File: config.mk
export PLATFORM = sky130hd
export DESIGN_NAME = hazard_unit
export DESIGN_NICKNAME = d
export VERILOG_FILES = /design/src/rtl/hazard_pkg.sv /design/src/rtl/hazard_unit_forward.sv /design/src/rtl/hazard_unit.sv
export SDC_FILE = /design/constraint.sdc
export NUM_CORES = 1
export LEC_CHECK = 0
export BUFFER_PORTS_ARGS = -buffer_cell sky130_fd_sc_hd__buf_4
export CORE_ASPECT_RATIO = 0.5
export CORE_MARGIN = 2
export CORE_UTILIZATION = 45
export DETAILED_ROUTE_END_ITERATION = 10
export PLACE_DENSITY_LB_ADDON = 0.1
export SETUP_SLACK_MARGIN = 0.1
export SYNTH_ARGS = -nofsm -noshare
export SYNTH_HDL_FRONTEND = slang
export SYNTH_HIERARCHICAL = 1
export SYNTH_SLANG_ARGS = --single-unit
File: constraint.sdc
create_clock -name clk -period 2.2 [get_ports clk]
set_clock_uncertainty 0.05 [all_clocks]
set_input_delay 0.22 -clock clk [delete_from_list [all_inputs] [get_ports clk]]
set_output_delay 0.22 -clock clk [all_outputs]
set_load 0.01 [all_outputs]
File: src/rtl/hazard_pkg.sv
// Shared types and constants for the pipeline hazard controller.
// Latency/backpressure: none, declarations only.
package hazard_pkg;

    typedef enum logic [1:0] {
        RUN    = 2'd0,
        DRAIN  = 2'd1,
        REQ    = 2'd2,
        RESUME = 2'd3
    } state_e;

    localparam logic [1:0] FWD_RF  = 2'b00;
    localparam logic [1:0] FWD_WB  = 2'b01;
    localparam logic [1:0] FWD_MEM = 2'b10;
    localparam logic [4:0] REG_ZERO = 5'd0;

    // $zero is hardwired, so it can never create a dependency.
    function automatic logic reg_hit(input logic [4:0] a, input logic [4:0] b);
        return (a != REG_ZERO) && (a == b);
    endfunction

endpackage

File: src/rtl/hazard_unit_forward.sv
// Forwarding select generation for the D and E stages.
// Latency: purely combinational; backpressure: none.
module hazard_unit_forward
    import hazard_pkg::*;
(
    input  logic [4:0] rs_d_i,
    input  logic [4:0] rt_d_i,
    input  logic [4:0] rs_e_i,
    input  logic [4:0] rt_e_i,
    input  logic [4:0] write_reg_m_i,
    input  logic [4:0] write_reg_w_i,
    input  logic       reg_write_m_i,
    input  logic       reg_write_w_i,
    output logic       forward_ad_o,
    output logic       forward_bd_o,
    output logic [1:0] forward_ae_o,
    output logic [1:0] forward_be_o
);

    always_comb begin
        forward_ae_o = FWD_RF;
        forward_be_o = FWD_RF;
        // M is the younger producer, so it wins over W.
        if (reg_write_m_i && reg_hit(write_reg_m_i, rs_e_i)) begin
            forward_ae_o = FWD_MEM;
        end else if (reg_write_w_i && reg_hit(write_reg_w_i, rs_e_i)) begin
            forward_ae_o = FWD_WB;
        end
        if (reg_write_m_i && reg_hit(write_reg_m_i, rt_e_i)) begin
            forward_be_o = FWD_MEM;
        end else if (reg_write_w_i && reg_hit(write_reg_w_i, rt_e_i)) begin
            forward_be_o = FWD_WB;
        end
    end

    assign forward_ad_o = reg_write_m_i && reg_hit(write_reg_m_i, rs_d_i);
    assign forward_bd_o = reg_write_m_i && reg_hit(write_reg_m_i, rt_d_i);

endmodule

File: src/rtl/hazard_unit.sv
// Pipeline stall/flush/forward control plus syscall drain and req/ack handoff FSM.
// Latency: stalls and forwards are combinational; sys_req rises DRAIN_CYCLES edges after syscallE; the front end stays frozen until ack.
module hazard_unit
    import hazard_pkg::*;
#(
    parameter int DRAIN_CYCLES = 2,
    parameter int TIMEOUT      = 1023
) (
    input  logic       clk,
    input  logic       reset,
    input  logic [4:0] RsD,
    input  logic [4:0] RtD,
    input  logic [4:0] RsE,
    input  logic [4:0] RtE,
    input  logic [4:0] WriteRegE,
    input  logic [4:0] WriteRegM,
    input  logic [4:0] WriteRegW,
    input  logic       RegWriteE,
    input  logic       RegWriteM,
    input  logic       RegWriteW,
    input  logic       MemtoRegE,
    input  logic       MemtoRegM,
    input  logic       BranchD,
    input  logic       syscallE,
    input  logic       sys_ack,
    output logic       StallF,
    output logic       StallD,
    output logic       FlushE,
    output logic       ForwardAD,
    output logic       ForwardBD,
    output logic [1:0] ForwardAE,
    output logic [1:0] ForwardBE,
    output logic       sys_req,
    output logic       sys_err,
    output logic       SysActive
);

    localparam int DW = (DRAIN_CYCLES < 2) ? 1 : $clog2(DRAIN_CYCLES + 1);
    localparam int TW = (TIMEOUT < 2) ? 1 : $clog2(TIMEOUT + 1);

    state_e          state_q, state_d;
    logic [DW-1:0]   drain_q, drain_d;
    logic [TW-1:0]   tmo_q, tmo_d;
    logic            sys_req_q, sys_req_d;
    logic            sys_err_q, sys_err_d;
    logic            lwstall, brstall, hold;
    logic            fwd_ad, fwd_bd;
    logic [1:0]      fwd_ae, fwd_be;

    hazard_unit_forward u_fwd (
        .rs_d_i        (RsD),
        .rt_d_i        (RtD),
        .rs_e_i        (RsE),
        .rt_e_i        (RtE),
        .write_reg_m_i (WriteRegM),
        .write_reg_w_i (WriteRegW),
        .reg_write_m_i (RegWriteM),
        .reg_write_w_i (RegWriteW),
        .forward_ad_o  (fwd_ad),
        .forward_bd_o  (fwd_bd),
        .forward_ae_o  (fwd_ae),
        .forward_be_o  (fwd_be)
    );

    assign lwstall = MemtoRegE && (reg_hit(RtE, RsD) || reg_hit(RtE, RtD));
    assign brstall = BranchD &&
                     ((RegWriteE && (reg_hit(WriteRegE, RsD) || reg_hit(WriteRegE, RtD))) ||
                      (MemtoRegM && (reg_hit(WriteRegM, RsD) || reg_hit(WriteRegM, RtD))));

    always_comb begin
        state_d   = state_q;
        drain_d   = drain_q;
        tmo_d     = '0;
        sys_req_d = sys_req_q;
        sys_err_d = 1'b0;
        hold      = lwstall | brstall;
        case (state_q)
            RUN: begin
                if (syscallE) begin
                    hold    = 1'b1;
                    state_d = DRAIN;
                    drain_d = DW'(DRAIN_CYCLES - 1);
                end
            end
            DRAIN: begin
                hold = 1'b1;
                // Leaving on the edge where the count would hit zero puts sys_req up
                // exactly DRAIN_CYCLES edges after the syscall was seen in E.
                if (drain_q <= DW'(1)) begin
                    state_d   = REQ;
                    sys_req_d = 1'b1;
                    drain_d   = '0;
                end else begin
                    drain_d = drain_q - 1'b1;
                end
            end
            REQ: begin
                hold  = 1'b1;
                tmo_d = tmo_q + 1'b1;
                if (sys_ack) begin
                    state_d   = RESUME;
                    sys_req_d = 1'b0;
                    tmo_d     = '0;
                end else if (tmo_q == TW'(TIMEOUT - 1)) begin
                    state_d   = RESUME;
                    sys_req_d = 1'b0;
                    sys_err_d = 1'b1;
                    tmo_d     = '0;
                end
            end
            RESUME: begin
                state_d   = RUN;
                drain_d   = '0;
                sys_req_d = 1'b0;
            end
            default: begin
                state_d   = RUN;
                drain_d   = '0;
                sys_req_d = 1'b0;
            end
        endcase
    end

    always_ff @(posedge clk) begin
        if (reset) begin
            state_q   <= RUN;
            drain_q   <= '0;
            tmo_q     <= '0;
            sys_req_q <= 1'b0;
            sys_err_q <= 1'b0;
        end else begin
            state_q   <= state_d;
            drain_q   <= drain_d;
            tmo_q     <= tmo_d;
            sys_req_q <= sys_req_d;
            sys_err_q <= sys_err_d;
        end
    end

    // During reset the pipeline is fed bubbles rather than frozen.
    assign StallF    = reset ? 1'b0   : hold;
    assign StallD    = reset ? 1'b0   : hold;
    assign FlushE    = reset ? 1'b1   : hold;
    assign ForwardAD = reset ? 1'b0   : fwd_ad;
    assign ForwardBD = reset ? 1'b0   : fwd_bd;
    assign ForwardAE = reset ? FWD_RF : fwd_ae;
    assign ForwardBE = reset ? FWD_RF : fwd_be;
    assign sys_req   = sys_req_q;
    assign sys_err   = sys_err_q;
    assign SysActive = (state_q != RUN);

endmodule

==> flow_metrics.env <==
export IMPL_startpoint_type="input pin"
export IMPL_syn_cell_area_um2=1650
export IMPL_synth_avg_cell_area_um2=8.13
export IMPL_ys_async_sr_fraction_pct=0
export IMPL_area_growth_pct=31.8
export IMPL_required_ps=1930
export IMPL_grt_pass1_vias=1410
export IMPL_worst_pin_slew_ps=336
export IMPL_syn_nets=256
export IMPL_cpLargestDelayFamily="simple AND/OR/NAND/NOR gates"
export IMPL_setup_viol=0
export IMPL_rows=15
export IMPL_max_stage_delay_ps=530
export IMPL_cts_root_buf="clkbuf_8"
export IMPL_min_period_over_period_pct=91.8
export IMPL_wl_met3_um=189
export IMPL_seq_area_frac_synth_pct=19.4
export IMPL_htree_levels=1
export IMPL_finalWirelength_um=4160
export IMPL_wire_per_inst_um=13.6
export IMPL_gr_total_overflow=0
export IMPL_ir_worst_vdd_v=0.000615
export IMPL_p_per_area_nw_per_um2=556
export IMPL_finalNonFillerCells=305
export IMPL_fin_tns_setup_ps=0
export IMPL_fmax_ghz=0.495
export IMPL_rrSetupSlack_ps=490
export IMPL_slew_viol_final=0
export IMPL_seqCellArea_um2=320
export IMPL_yosysTopAreaCell="xnor2_1"
export IMPL_clock_latency_ps=240
export IMPL_synth_ff_type="dfxtp_1"
export IMPL_die_w_um=89.6
export IMPL_crit_start="WriteRegM[4]"
export IMPL_slew_headroom_pct=77.6
export IMPL_grt_first_pass_wirelength_um=6280
export IMPL_drive_gt1_share_pct=26.8
export IMPL_grt_usage_pct=19.3
export IMPL_rr_worst_depth=5
export IMPL_power_leakage_nw=0.829
export IMPL_gp_congestion=0.910
export IMPL_crit_cells=7
export IMPL_path_buf_inv=2
export IMPL_cp_cell_sequence="buf_4 -> or4_4 -> o21ai_4 -> nor4_4 -> nor4_2 -> nor2b_2 -> buf_4"
export IMPL_antenna_found_initial=0
export IMPL_finalWorstSetupSlack_ps=180
export IMPL_die_area_um2=4200
export IMPL_via_per_inst=5.14
export IMPL_final_area_um2=2180
export IMPL_drtIter0Drc=52
export IMPL_ys_warnings_count=6
export IMPL_diodes=0
export IMPL_antenna_left=0
export IMPL_pin_count=57
export IMPL_finalCriticalPeriod_ps=2020
export IMPL_cts_sinks=16
export IMPL_portBuffers=56
export IMPL_crit_fanout=8
export IMPL_finalHoldViolCount=0
export IMPL_clock_path_buffers=2
export IMPL_cts_tree="yes"
export IMPL_grt_max_degree=15
export IMPL_synth_cell_types=39
export IMPL_multi_input_area_um2=1300
export IMPL_endpoint_kind="output pin"
export IMPL_hold_path_class="in2reg"
export IMPL_cp_endpoint="ForwardBE[0]"
export IMPL_synth_most_common_cell="xnor2_1"
export IMPL_first_pass_iters=4
export IMPL_synth_cells=203
export IMPL_slowest_stage="or4_4"
export IMPL_wl_met2_um=1900
export IMPL_core_area_um2=3470
export IMPL_cts_buffers=3
export IMPL_worstPathArrival_ps=1750
export IMPL_synth_seq_cells=16
export IMPL_critPathKind="in2out"
export IMPL_max_cap_violations=0
export IMPL_worstReg2RegEnd="sys_req"
export IMPL_dp_hpwl_um=3400
export IMPL_place_ws_ps=145
export IMPL_start_util_pct=47.5
export IMPL_synthTopCellsByArea="xnor2_1 28%, dfxtp_1 19%, xor2_1 6.9%"
export IMPL_reg2reg_from="tmo_q[5]"
export IMPL_path_clk_slew_ps=50
export IMPL_synth_top_cell_area_share_pct=28.1
export IMPL_synth_common_cells="53 x xnor2_1, 16 x dfxtp_1, 16 x nand3_1"
export IMPL_wl_met1_um=2050
export IMPL_dpl_cell_count=302
export IMPL_status="completed"
export IMPL_rsz0062_at_grt="false"
export IMPL_topRoutingLayerUsed="met4"
export IMPL_fin_nets=309
export IMPL_fill_cells=343
export IMPL_cpMostUsedCell="buf_4"
export IMPL_vias=1568
export IMPL_fin_util_pct=62.7
export IMPL_synth_edf_count=0
export IMPL_place_area_um2=2090
export IMPL_drc=0
export IMPL_dieHeight_um=46.8
[state kept, by name, summed over array words and instances (netlist names)]
name / cells
sys_err: 1
drain_q: 2
state_q: 2
tmo_q: 10
sys_req: 1
[timing repair]
item / 4_1_cts / 5_1_grt
endpoints found under the setup margin: 0 / 2
resized for setup: 0 / 8
hold buffers: 0 / 0
buffers inserted: 0 / 0
[final cells by class]
type                    count  area share, %
well taps                  51           2.93
repair buffers             56           19.5
clock buffers               3           1.90
inverters                   6           1.04
multi-input cells         173           59.9
flip-flops and latches     16           14.7
[metal layers]
layer / global-route usage (%) / vias up
li1: - / 805
met3: 2.28 / 3
met2: 34.4 / 30
met4: 3.88 / 0
met1: 25.8 / 730
met5: 0 / -
[cells by family (layout without fill, tap and decap cells)]
logic type               count (synthesis)  count (layout)  synth area share [%]
AO/OA/AOI/OAI                           26              26                  11.5
XOR/XNOR                                66              66                  35.0
AND/OR/NAND/NOR                         72              72                  23.3
buffers and inverters                   14              65                  4.09
multiplexers                             1               1                 0.607
flip-flops                              16              16                  19.4
adder cells (fa/ha/maj)                  8               8                  6.07
[report_power, final]
group / internal [mW] / switching [mW]
combinational: 0.314 / 0.329
clock: 0.121 / 0.0864
sequential: 0.327 / 0.0316
total: 0.762 / 0.447
[layout by cell type (no fill, tap or decap), types with 2 or more instances in the layout]
cell type / instances
nand2_1: 14
nand4_1: 2
xor2_1: 13
clkbuf_8: 3
nor4_4: 2
a21oi_1: 6
xnor2_1: 53
nand3_1: 16
nor2_1: 12
ha_1: 8
o221ai_1: 3
dfxtp_1: 16
o22ai_1: 3
nor4_1: 3
and3_1: 2
nor2b_1: 4
inv_1: 6
or4_1: 3
nor2b_2: 2
buf_4: 55
or3_1: 5
o21ai_0: 3
o311a_1: 3
[through the flow]
step           hold WS, ps  total power [mW]
2_1_floorplan          352             0.762
3_3_place_gp           374             0.982
3_5_place_dp           394             0.995
4_1_cts                223              1.21
5_1_grt                241              1.30
6_report               231              1.21
[worst min-delay path by stage]
stage,from,to,slack (ps),depth (start not counted)
global placement,drain_q[1],drain_q[1],370,2
CTS,reset,state_q[1],220,2
global route,reset,sys_req,240,2
detailed placement,drain_q[1],drain_q[1],390,2
finish,reset,state_q[1],230,2
floorplan,reset,drain_q[1],350,3
(Power assumes the default switching activity.)
